## config.mk

```make
export PLATFORM = sky130hd
export DESIGN_NAME = counter_mod_chain_flat
export DESIGN_NICKNAME = d
export VERILOG_FILES = /design/src/rtl/counter_pkg.sv /design/src/rtl/counter_mod_chain_if.sv /design/src/rtl/counter_mod_cell.sv /design/src/rtl/counter_mod_chain.sv /design/src/flat_wrapper.sv
export SDC_FILE = /design/constraint.sdc
export NUM_CORES = 1
export LEC_CHECK = 0
export ABC_AREA = 0
export CAP_MARGIN = 20
export CORE_MARGIN = 2
export CORE_UTILIZATION = 35
export CTS_CLUSTER_SIZE = 20
export DETAILED_ROUTE_END_ITERATION = 16
export GPL_TIMING_DRIVEN = 0
export PLACE_DENSITY = 0.57
export SLEW_MARGIN = 20
export SYNTH_ARGS = -nofsm -noshare
export SYNTH_HDL_FRONTEND = slang
export SYNTH_SLANG_ARGS = --single-unit
export TNS_END_PERCENT = 30
```

## constraint.sdc

```tcl
create_clock -name clk -period 3.1 [get_ports clk]
set_clock_uncertainty 0.15 [all_clocks]
set_input_delay 0.465 -clock clk [delete_from_list [all_inputs] [get_ports clk]]
set_output_delay 0.465 -clock clk [all_outputs]
set_load 0.01 [all_outputs]
```

## src/rtl/counter_pkg.sv

```systemverilog
// Shared types and helpers for the modulo-counter chain: direction enum,
// per-channel modulus extraction and load-value clamping.
package counter_pkg;

    localparam int DW_DEF = 8;
    localparam int MODS_MAXW = 256;

    typedef enum logic {
        DN = 1'b0,
        UP = 1'b1
    } dir_e;

    // Modulus of channel i from a packed MODS vector (zero-extended to MODS_MAXW).
    function automatic int mod_at(input logic [MODS_MAXW-1:0] mods, input int i, input int dw);
        logic [MODS_MAXW-1:0] mask;
        mask = (MODS_MAXW'(1) << dw) - MODS_MAXW'(1);
        return int'((mods >> (i * dw)) & mask);
    endfunction

    function automatic logic [31:0] clamp(input logic [31:0] v, input logic [31:0] hi);
        return (v > hi) ? hi : v;
    endfunction

endpackage

```

## src/rtl/counter_mod_chain_if.sv

```systemverilog
// Control/status bundle of the counter chain: stepping controls, per-channel
// load request, and the registered counts with their terminal-count flags.
interface counter_mod_chain_if
    import counter_pkg::*;
#(
    parameter int DW  = DW_DEF,
    parameter int NCH = 3,
    parameter int LCW = (NCH > 1) ? $clog2(NCH) : 1
);
    logic              ena;
    logic              up;
    logic              sat;
    logic              load;
    logic [LCW-1:0]    load_ch;
    logic [DW-1:0]     load_val;
    logic [NCH*DW-1:0] count;
    logic [NCH-1:0]    tc;
    logic              tc_all;

    modport master (
        output ena, up, sat, load, load_ch, load_val,
        input  count, tc, tc_all
    );

    modport slave (
        input  ena, up, sat, load, load_ch, load_val,
        output count, tc, tc_all
    );
endinterface

```

## src/rtl/counter_mod_cell.sv

```systemverilog
// One modulo-MOD channel: up/down step with optional wrap suppression,
// clamped parallel load, and a combinational "at terminal" flag.
module counter_mod_cell
    import counter_pkg::*;
#(
    parameter int DW  = DW_DEF,
    parameter int MOD = 60
) (
    input  logic          clk,
    input  logic          reset,
    input  logic          en,
    input  dir_e          up,
    input  logic          wrap_ok,
    input  logic          ld,
    input  logic [DW-1:0] ld_val,
    output logic [DW-1:0] q,
    output logic          at
);
    localparam logic [DW-1:0] MAXV = DW'(MOD - 1);

    assign at = (up == UP) ? (q == MAXV) : (q == '0);

    // NOTE: state registers use non-blocking assignments so every channel
    // samples the pre-edge values of its neighbours' terminal flags.
    always_ff @(posedge clk) begin
        if (reset) begin
            q <= '0;
        end else if (ld) begin
            q <= DW'(clamp(32'(ld_val), 32'(MAXV)));
        end else if (en && !(at && !wrap_ok)) begin
            if (up == UP) q <= at ? '0   : q + 1'b1;
            else          q <= at ? MAXV : q - 1'b1;
        end
    end

endmodule

```

## src/rtl/counter_mod_chain.sv

```systemverilog
// Cascade of NCH modulo counters (channel 0 least significant); each channel
// steps when every lower channel is at its terminal value and the chain is enabled.
module counter_mod_chain
    import counter_pkg::*;
#(
    parameter int                DW   = DW_DEF,
    parameter int                NCH  = 3,
    parameter logic [NCH*DW-1:0] MODS = 24'h183C3C
) (
    input  logic                clk,
    input  logic                reset,
    counter_mod_chain_if.slave  bus
);
    localparam logic [MODS_MAXW-1:0] MODS_X = MODS_MAXW'(MODS);
    localparam int LCW = (NCH > 1) ? $clog2(NCH) : 1;

    if (NCH < 1) begin : g_bad_nch
        $error("counter_mod_chain: NCH must be >= 1");
    end

    logic [NCH-1:0] en;
    logic [NCH-1:0] at;
    logic [NCH-1:0] ld;
    logic [NCH-1:0] tc;
    logic [DW-1:0]  q [NCH];
    logic           ld_ok;
    logic           wrap_ok;

    // Out-of-range channel selects drop the load; the chain still holds that cycle.
    assign ld_ok = (int'(bus.load_ch) < NCH);

    always_comb begin
        en    = '0;
        ld    = '0;
        en[0] = bus.ena & ~bus.load & ~reset;
        for (int i = 1; i < NCH; i++) en[i] = en[i-1] & at[i-1];
        for (int i = 0; i < NCH; i++) ld[i] = bus.load & ld_ok & (bus.load_ch == LCW'(i));
    end

    assign tc         = en & at;
    assign bus.tc     = tc;
    assign bus.tc_all = tc[NCH-1];
    // Saturation only pins the chain when the whole chain is at terminal.
    assign wrap_ok    = ~(bus.sat & tc[NCH-1]);

    for (genvar i = 0; i < NCH; i++) begin : g_ch
        localparam int MOD_I = mod_at(MODS_X, i, DW);

        if (MOD_I < 2 || MOD_I > (2 ** DW) - 1) begin : g_bad_mod
            $error("counter_mod_chain: channel %0d modulus %0d out of range", i, MOD_I);
        end

        counter_mod_cell #(
            .DW  (DW),
            .MOD (MOD_I)
        ) u_cell (
            .clk     (clk),
            .reset   (reset),
            .en      (en[i]),
            .up      (dir_e'(bus.up)),
            .wrap_ok (wrap_ok),
            .ld      (ld[i]),
            .ld_val  (bus.load_val),
            .q       (q[i]),
            .at      (at[i])
        );
    end

    always_comb begin
        bus.count = '0;
        for (int i = 0; i < NCH; i++) bus.count[i*DW +: DW] = q[i];
    end

endmodule

```

## src/flat_wrapper.sv

```systemverilog
// flat-port wrapper written by rule: the top's interface ports become plain ports
module counter_mod_chain_flat import counter_pkg::*;
#(
    parameter int                DW   = DW_DEF,
    parameter int                NCH  = 3,
    parameter logic [NCH*DW-1:0] MODS = 24'h183C3C
)
  (clk, reset, bus_ena, bus_up, bus_sat, bus_load, bus_load_ch, bus_load_val, bus_count, bus_tc, bus_tc_all);
  counter_mod_chain_if #(.DW(DW), .NCH(NCH)) bus_i ();
  input  logic clk;
  input  logic reset;
  input wire logic [$bits(bus_i.ena)-1:0] bus_ena;
  input wire logic [$bits(bus_i.up)-1:0] bus_up;
  input wire logic [$bits(bus_i.sat)-1:0] bus_sat;
  input wire logic [$bits(bus_i.load)-1:0] bus_load;
  input wire logic [$bits(bus_i.load_ch)-1:0] bus_load_ch;
  input wire logic [$bits(bus_i.load_val)-1:0] bus_load_val;
  output wire logic [$bits(bus_i.count)-1:0] bus_count;
  output wire logic [$bits(bus_i.tc)-1:0] bus_tc;
  output wire logic [$bits(bus_i.tc_all)-1:0] bus_tc_all;
  assign bus_i.ena = bus_ena;
  assign bus_i.up = bus_up;
  assign bus_i.sat = bus_sat;
  assign bus_i.load = bus_load;
  assign bus_i.load_ch = bus_load_ch;
  assign bus_i.load_val = bus_load_val;
  assign bus_count = bus_i.count;
  assign bus_tc = bus_i.tc;
  assign bus_tc_all = bus_i.tc_all;
  counter_mod_chain #(.DW(DW), .NCH(NCH), .MODS(MODS)) u_core (.clk(clk), .reset(reset), .bus(bus_i));
endmodule
```

==> results.toml, run 1 <==
[finish]
multi_input_area_sq_um = 1810
nets = 409
area_growth_pct = 28.0
diodes = 0
reg.largest.list = "u_core.g_ch.u_cell.q: 24 flops"
seqCellArea_sq_um = 492
finalInstanceArea_sq_um = 3150
largest_register_ffs = 24
drive_above_1_share = 0.161
final_cell_mix = "clkdlybuf4s50_1, nand2_1, nor2_1, a21oi_1, dfxtp_1"
nFillCells = 707
layout_commonest_cell = "clkdlybuf4s50_1"
regMostFlops = "u_core.g_ch.u_cell.q"

[synth]
synth_warnings = 0
seq_area_frac_synth = 0.195
synth_area_sq_um = 2460
synth_top_area_share = 0.195
yosys.area.top_type = "dfxtp_1"
synth-edff-count = 0
synth.distinct_cells = 76
synth_seq_cells = 24
ys_top_cells_by_area = "dfxtp_1, nand2_1, nor2_1, a21oi_1, nand3_1"
synthCells = 335
syn_area_per_cell_sq_um = 7.34
synth_fp_nets = 358
synthFlopType = "dfxtp_1"
async_flop_share = 0

[global_route]
grt_remaining_overflow = 0
groute.usage.overall = 0.224
antenna_found_initial = 0
grt_max_degree = 13
grt_pass1_wl_mm = 13.5
grt_pass1_vias = 2586

[drt]
drt_iter0_markers = 323
wirelength_mm = 8.59
wl_per_cell_um = 17.9
vias = 2891
via_per_inst = 6.02
postRouteAntennaNets = 0
dr.pass1.iters = 4
drc = 0

[setup_path]
worstSetupPathDepth = 8
cp_top_family = "buffers and inverters"
critPathCaptureType = "output pin"
cp_num_buf_inv = 5
cp.required_ns = 2.48
cp_slowest_cell = "clkdlybuf4s50_1"
arrival_ns = 2.47
r2r_setup_slack_ns = 0.33
crit_type = "in -> out"
cp_max_fo = 5
r2r-start = "u_core.g_ch[0].u_cell.q[7]"
worst_r2r_endpoint = "u_core.g_ch[0].u_cell.q[2]"
worstPathCellList = "clkdlybuf4s15_2, buf_6, nand3_1, or3_4, a211o_4, inv_4, buf_4, clkdlybuf4s50_1"
max_stage_delay_ns = 0.53
reg2reg_depth = 7
cp-start-kind = "primary input"

[clocking]
clockBufferDepth = 2
clkLatencyLatePin_ns = 0.28
root_buffer = "clkbuf_8"
numCtsBuffers = 3
cts_tree = "yes"
clk_pin_slew_worst_paths_ns = 0.10
h-tree-depth = 1
clock-sinks = 24

[run]
maxCapViolations = 0

[power]
ir_drop_uv = 146
power_density_nw_per_um2 = 312
power_uw = 981
p_leak_uw = 0.00115

[placement]
place_congestion = 0.907
postPlaceCellArea_sq_um = 3000
portBuffers = 42
dp_hpwl_mm = 6.25

[worst_hold_path]
min_path_type = "reg -> reg"
worstHoldEndpoint = "u_core.g_ch[0].u_cell.q[7]"
hold_depth = 2
hold_path.startpoint = "u_core.g_ch[0].u_cell.q[7]"

[floorplanning]
start_util = 0.362
core_sq_um = 6790
rows = 30
die_h_um = 87.8
die_w_um = 87.8
ios = 44
die-area_sq_um = 7710

[timing]
fin_crit_ns = 3.09
maxSlewViolCount = 0
setup-violations-final = 0
fin_crit_sh = 0.997
report.final.hold_viol_count = 0
rsz0062_at_grt = "true"
relSlewSlack = 0.413
worst_slew_pin_slew_ns = 0.869
fmax_mhz = 324

[outcome]
outcome = "finished clean"
-- synthesized netlist by cell type (3+ instances only) --
library cell and n:
a31oi_1 5, a221oi_1 3, a21o_1 4, nor4_1 8, ha_1 7, o2111ai_1 3
nor3_1 16, o41ai_1 5, buf_2 5, o211ai_1 4, nand4b_1 4, buf_4 5
nor3b_1 7, nand2b_1 8, mux2i_1 5, nand4_1 5, nand3_1 18, a211oi_1 4
dfxtp_1 24, buf_6 4, a21oi_1 23, nand2_1 31, or3_1 3, inv_1 14
clkbuf_1 11, or2_2 3, nor2_1 31, o221ai_1 4, o21ai_0 10, o22ai_1 3
-- worst reg2reg max path, stage by stage, from the launching register on --
cell	delay [ns]
dfxtp_1	0.38
or2_2	0.31
clkbuf_1	0.17
o41ai_1	0.74
inv_1	0.22
a221oi_1	0.34
a211oi_1	0.09
a311o_1	0.28
-- how the worst max path moves through the flow --
stage           endpoint                  startpoint
2_1_floorplan  bus_tc[2]  u_core.g_ch[0].u_cell.q[0]
3_3_place_gp   bus_tc[2]                      bus_up
3_5_place_dp   bus_tc[2]                      bus_up
4_1_cts        bus_tc[1]  u_core.g_ch[1].u_cell.q[1]
5_1_grt        bus_tc[0]                      bus_up
6_report       bus_tc[0]                      bus_up
-- cell families after synthesis --
family,Yosys count,synth area share
AOI/OAI and AO/OA,100,0.308
xor gates and xnor gates,1,0.00356
adders and majority gates,7,0.0356
buffers and inverters,42,0.0885
DFF,24,0.195
muxes,6,0.0249
and+or+nand+nor,155,0.344
-- what timing repair did --
action / CTS / global route
hold buffers: 0 / 0
gates resized for setup: 26 / 10
endpoints found under the setup margin: 11 / 4
buffers inserted: 2 / 3
pin swaps: 0 / 2
-- stage by stage --
step | setup TNS, ns | util | setup slack [ns] | hold slack [ns] | instances
2_1_floorplan | 0 | - | 0.445 | 0.383 | 335
3_3_place_gp | -7.47 | 0.441 | -0.892 | 0.381 | 473
3_5_place_dp | -7.29 | 0.441 | -0.883 | 0.390 | 473
4_1_cts | -0.0863 | 0.458 | -0.0863 | 0.413 | 478
5_1_grt | -0.0867 | 0.463 | -0.0438 | 0.456 | 480
6_report | 0 | 0.463 | 0.0106 | 0.408 | 480
-- area by class of cell --
cell class	instances	share of cell area
buffer	26	0.0537
clock buffer	3	0.0131
inverter	15	0.0187
multi-input combinational	269	0.575
sequential	24	0.156
tap	96	0.0382
timing repair buffer	47	0.145
-- where the power goes --
part | total, uW | switching (uW) | internal, uW
clock | 204 | 116 | 87.6
combinational | 422 | 236 | 186
sequential | 354 | 28.2 | 326
total | 981 | 381 | 600
-- routing by layer --
metal	global-route usage	part of all wire
met4	0.0699	0.021
met5	0	0
met1	0.330	0.48
met3	0.0377	0.071
met2	0.331	0.43
(Power assumes the default switching activity.)
==> run 2: changes to the inputs <==
--- a/config.mk
+++ b/config.mk
@@ -7,7 +7,7 @@
 export LEC_CHECK = 0
 export ABC_AREA = 0
 export CAP_MARGIN = 20
-export CORE_MARGIN = 2
+export CORE_MARGIN = 3
 export CORE_UTILIZATION = 35
 export CTS_CLUSTER_SIZE = 20
 export DETAILED_ROUTE_END_ITERATION = 16
==> constraint.sdc (replaced) <==
create_clock -name clk -period 4 [get_ports clk]
set_clock_uncertainty 0.15 [all_clocks]
set_input_delay 0.6 -clock clk [delete_from_list [all_inputs] [get_ports clk]]
set_output_delay 0.6 -clock clk [all_outputs]
set_load 0.01 [all_outputs]
==> run 2 against run 1 <==
Count of clock-buffer cells in the layout is 1 higher. Die area grew 4.6%. Largest cell class unchanged. Register-to-register slack improved by 0.64 ns. Hold slack worse by 0.0013 ns. Sequential power shrank 23%.
==> results.toml, run 2 (synthesis gave the netlist of run 1 again) <==
[clocking]
h-tree-depth = 1
cts_tree = "yes"
clk_pin_slew_worst_paths_ns = 0.09
root_buffer = "clkbuf_8"
clock-sinks = 24
cts_resized = 5
clockBufferDepth = 2
clkLatencyLatePin_ns = 0.27
ctsHoldBuffers = 0
cts_setup_buffers = 0
numCtsBuffers = 3

[power]
ir_drop_uv = 121
power_density_nw_per_um2 = 247
p_leak_uw = 0.00109

[global_route]
grt_max_degree = 14
groute.usage.overall = 0.196
antenna_found_initial = 0
grt_remaining_overflow = 0
grt_pass1_wl_mm = 13.3
grt_pass1_vias = 2590

[setup_path]
endpoint = "bus_tc[2]"
reg2reg_depth = 7
cp.required_ns = 3.25
worst_r2r_endpoint = "u_core.g_ch[2].u_cell.q[5]"
cp_max_fo = 10
r2r-start = "u_core.g_ch[0].u_cell.q[0]"
worstSetupStartpoint = "bus_up"
r2r_setup_slack_ns = 0.97
arrival_ns = 2.97
cp-start-kind = "primary input"
crit_type = "in -> out"
critPathCaptureType = "output pin"

[finish]
area_growth_pct = 24.6
diodes = 0
finalInstanceArea_sq_um = 3060
final_cell_mix = "clkdlybuf4s50_1, nand2_1, nor2_1, dfxtp_1, a21oi_1"
regMostFlops = "u_core.g_ch.u_cell.q"
layout_commonest_cell = "clkdlybuf4s50_1"
drive_above_1_share = 0.108
reg.largest.list = "u_core.g_ch.u_cell.q: 24 flops"
nets = 405
largest_register_ffs = 24

[drt]
vias = 2859
wirelength_mm = 8.17
postRouteAntennaNets = 0
via_per_inst = 6.03
dr.pass1.iters = 5
drt_iter0_markers = 190
wl_per_cell_um = 17.2
drc = 0

[placement]
postPlaceCellArea_sq_um = 3000
dp_hpwl_mm = 6.21
place_congestion = 0.914
post-place-ws_ns = -0.217
portBuffers = 42

[timing]
rsz0062_at_grt = "false"
worst_slew_pin_slew_ns = 0.861
fin_crit_sh = 0.930
setup-violations-final = 0
report.final.hold_viol_count = 0
fmax_mhz = 269
relSlewSlack = 0.418
layout_setup_ws_ns = 0.282
maxSlewViolCount = 0
fin_crit_ns = 3.72

[floorplanning]
rows = 29
die_w_um = 89.8
ios = 44
core_sq_um = 6570
start_util = 0.374
die-area_sq_um = 8070
die_h_um = 89.8

[run]
maxCapViolations = 0

[worst_hold_path]
min_path_type = "reg -> reg"

[outcome]
outcome = "finished clean"
==> run 2: cell count changes in the layout (fill, tap and decap cells not counted), moves of 2 or more <==
cell             before  now
dfxtp_2               3    0
dfxtp_4               2    0
buf_4                11    5
dfxtp_1              19   24
clkbuf_2              2    0
clkdlybuf4s50_1      37   41
clkbuf_1              8   11
==> run 2: through the flow <==
stage	cells	hold slack (ns)	total power (uW)	setup TNS (ns)	utilization
6_report	474	0.407	757	0	0.467
5_1_grt	474	0.447	803	0	0.467
4_1_cts	474	0.419	761	0	0.467
3_5_place_dp	470	0.401	582	-0.386	0.456
3_3_place_gp	470	0.396	583	-0.380	0.456
2_1_floorplan	335	0.383	480	0	-
==> run 2: final cells by class <==
| type | count | area [sq um] |
|---|---|---|
| Multi-Input combinational cell | 269 | 1770 |
| Timing Repair Buffer | 42 | 419 |
| Fill cell | 679 | 3500 |
| Buffer | 27 | 168 |
| Clock buffer | 4 | 55.1 |
| Sequential cell | 24 | 480 |
| Tap cell | 93 | 116 |
| Inverter | 15 | 56.3 |
==> run 2: how the worst min path moves through the flow <==
stage,from,endpoint,slack (ns),cells after the start
finish,u_core.g_ch[0].u_cell.q[7],u_core.g_ch[0].u_cell.q[7],0.41,2
global route,u_core.g_ch[0].u_cell.q[7],u_core.g_ch[0].u_cell.q[7],0.45,2
floorplan,u_core.g_ch[0].u_cell.q[7],u_core.g_ch[0].u_cell.q[7],0.38,2
global placement,u_core.g_ch[0].u_cell.q[7],u_core.g_ch[0].u_cell.q[7],0.40,2
CTS,u_core.g_ch[0].u_cell.q[7],u_core.g_ch[0].u_cell.q[7],0.42,2
detailed placement,u_core.g_ch[0].u_cell.q[7],u_core.g_ch[0].u_cell.q[7],0.40,2
==> run 2: per-layer routing <==
| layer | wire length (um) | up-vias | GRT usage |
|---|---|---|---|
| met3 | 633 | 8 | 0.0292 |
| met4 | 94 | 0 | 0.0434 |
| met1 | 3850 | 1343 | 0.284 |
| met5 | 0 | - | 0 |
| met2 | 3590 | 137 | 0.308 |
| li1 | - | 1371 | - |
==> run 2: worst max-delay path: stages <==
cell and delay, ns:
dlygate4sd2_1 0.30, buf_6 0.18, nand3_1 0.12, or3_1 0.40
a211o_4 0.39, inv_2 0.12, and3_1 0.21, buf_4 0.12
clkdlybuf4s50_1 0.52
==> run 2: where the power goes <==
group / total [uW] / internal, uW / switching (uW) / leakage [uW]
logic: 312 / 135 / 177 / 0.000868
clock network: 174 / 88.1 / 86.1 / 0.0000288
registers: 271 / 252 / 18.7 / 0.000196
total: 757 / 475 / 282 / 0.00109
==> run 3: changes to the inputs <==
--- a/config.mk
+++ b/config.mk
@@ -7,12 +7,14 @@
 export LEC_CHECK = 0
 export ABC_AREA = 0
 export CAP_MARGIN = 20
+export CELL_PAD_IN_SITES_DETAIL_PLACEMENT = 1
+export CELL_PAD_IN_SITES_GLOBAL_PLACEMENT = 1
 export CORE_MARGIN = 3
 export CORE_UTILIZATION = 35
 export CTS_CLUSTER_SIZE = 20
 export DETAILED_ROUTE_END_ITERATION = 16
 export GPL_TIMING_DRIVEN = 0
-export PLACE_DENSITY = 0.57
+export PLACE_DENSITY = 0.75
 export SLEW_MARGIN = 20
 export SYNTH_ARGS = -nofsm -noshare
 export SYNTH_HDL_FRONTEND = slang
==> run 3 against run 2 <==
First-iteration DRC count is 28% lower. Wire length is 11% higher. Core utilization is 0.13 points lower. Hold slack hardly changed. Die area stayed put. Clock power is 6% higher. Register-to-register slack hardly changed. Total power is 2.2% higher. Non-clock buffer count stayed put. Count of clock-buffer cells in the layout stayed put. Largest power group unchanged. Highest routed layer unchanged.
==> results.toml, run 3 (synthesis gave the netlist of run 1 again) <==
[setup_path]
cp_top_family = "buffers and inverters"
cp-start-kind = "primary input"
arrival_ns = 3.03
max_stage_delay_ns = 0.52
cp.required_ns = 3.25
cp_num_buf_inv = 5
worstPathCellList = "dlygate4sd2_1, buf_6, nand3_1, or3_1, a211o_1, inv_2, and3_1, buf_4, clkdlybuf4s50_1"
critPathCaptureType = "output pin"
cp_max_fo = 10
crit_type = "in -> out"
cp_slowest_cell = "clkdlybuf4s50_1"

[timing]
fin_crit_ns = 3.78
relSlewSlack = 0.353
rsz0062_at_grt = "false"
setup-violations-final = 0
report.final.hold_viol_count = 0
worst_slew_pin_slew_ns = 0.958
fmax_mhz = 265
fin_crit_sh = 0.945
maxSlewViolCount = 0

[placement]
dp_hpwl_mm = 6.96
dpl.cell_count = 470
place_congestion = 0.863
portBuffers = 42

[finish]
regMostFlops = "u_core.g_ch.u_cell.q"
reg.largest.list = "u_core.g_ch.u_cell.q: 24 flops"
layout_commonest_cell = "clkdlybuf4s50_1"
diodes = 0
drive_above_1_share = 0.105
fin_cells = 474
area_growth_pct = 24.3
final_cell_mix = "clkdlybuf4s50_1, nand2_1, nor2_1, dfxtp_1, a21oi_1"
largest_register_ffs = 24
final_util = 0.465
nets = 405

[drt]
wl_per_cell_um = 19.1
drt_iter0_markers = 137
postRouteAntennaNets = 0
drc = 0
dr.pass1.iters = 4
vias = 2857
wirelength_mm = 9.06
via_per_inst = 6.03

[clocking]
numCtsBuffers = 3
root_buffer = "clkbuf_8"
clock-sinks = 24
cts_setup_buffers = 0
clk_pin_slew_worst_paths_ns = 0.10
clkLatencyLatePin_ns = 0.28
clockBufferDepth = 2
ctsHoldBuffers = 0
h-tree-depth = 1
cts_tree = "yes"

[power]
p_leak_uw = 0.00109
ir_drop_uv = 143
power_density_nw_per_um2 = 253
power_uw = 774

[floorplanning]
rows = 29
core_sq_um = 6570
die-area_sq_um = 8070
die_w_um = 89.8
start_util = 0.374
die_h_um = 89.8
ios = 44

[global_route]
grt_remaining_overflow = 0
grt_pass1_wl_mm = 15.2
groute.usage.overall = 0.222
grt_pass1_vias = 2880
grt_max_degree = 14
antenna_found_initial = 0

[run]
maxCapViolations = 0

[outcome]
outcome = "finished clean"

[worst_hold_path]
min_path_type = "reg -> reg"
## run 3: cell counts in the layout (fill, tap and decap cells not counted)
No cell type changed its count.
## run 3: repair_timing
action                                  in CTS  in global routing
endpoints found under the hold margin        0                  0
gates resized for setup                      4                  0
endpoints found under the setup margin       4                  0
## run 3: through the flow
step | setup TNS, ns | hold slack, ns | setup slack, ns | cell area, sq um
final | 0 | 0.407 | 0.222 | 3060
after global routing | 0 | 0.466 | 0.111 | 3060
after global placement | -0.305 | 0.379 | -0.192 | 3000
after CTS | 0 | 0.411 | 0.221 | 3060
after detailed placement | -0.449 | 0.397 | -0.233 | 3000
after floorplan | 0 | 0.383 | 1.14 | 2460
## run 3: final cells by class
| class | instances | area [sq um] |
|---|---|---|
| inverter | 15 | 56.3 |
| multi-input combinational | 269 | 1760 |
| timing repair buffer | 42 | 419 |
| sequential | 24 | 480 |
| buffer | 27 | 168 |
| clock buffer | 4 | 55.1 |
| tap | 93 | 116 |
| fill | 850 | 3510 |
## run 3: worst min-delay path, stage by stage, from the launching register on
cell,delay (ns)
dfxtp_1,0.38
nand2_1,0.08
o22ai_1,0.06
## run 3: path summary, 6_finish.rpt
check	startpoint	endpoint	slack (ns)	depth (start not counted)
max	bus_up	bus_tc[2]	0.22	9
max reg2reg	u_core.g_ch[0].u_cell.q[0]	u_core.g_ch[2].u_cell.q[5]	0.97	7
min	u_core.g_ch[0].u_cell.q[7]	u_core.g_ch[0].u_cell.q[7]	0.41	2
min reg2reg	u_core.g_ch[0].u_cell.q[7]	u_core.g_ch[0].u_cell.q[7]	0.41	2
## run 3: power by group
group / switching, uW / internal (uW) / leakage (uW)
Sequential: 19.4 / 252 / 0.000196
Clock: 95.8 / 88.4 / 0.0000288
Combinational: 183 / 135 / 0.000866
Total: 299 / 475 / 0.00109
## run 3: metal layers
layer,wire length (um),share of wire,track usage
met5,0,0,0
met4,114,0.013,0.0485
met3,347,0.038,0.0267
met2,4240,0.47,0.370
met1,4350,0.48,0.309
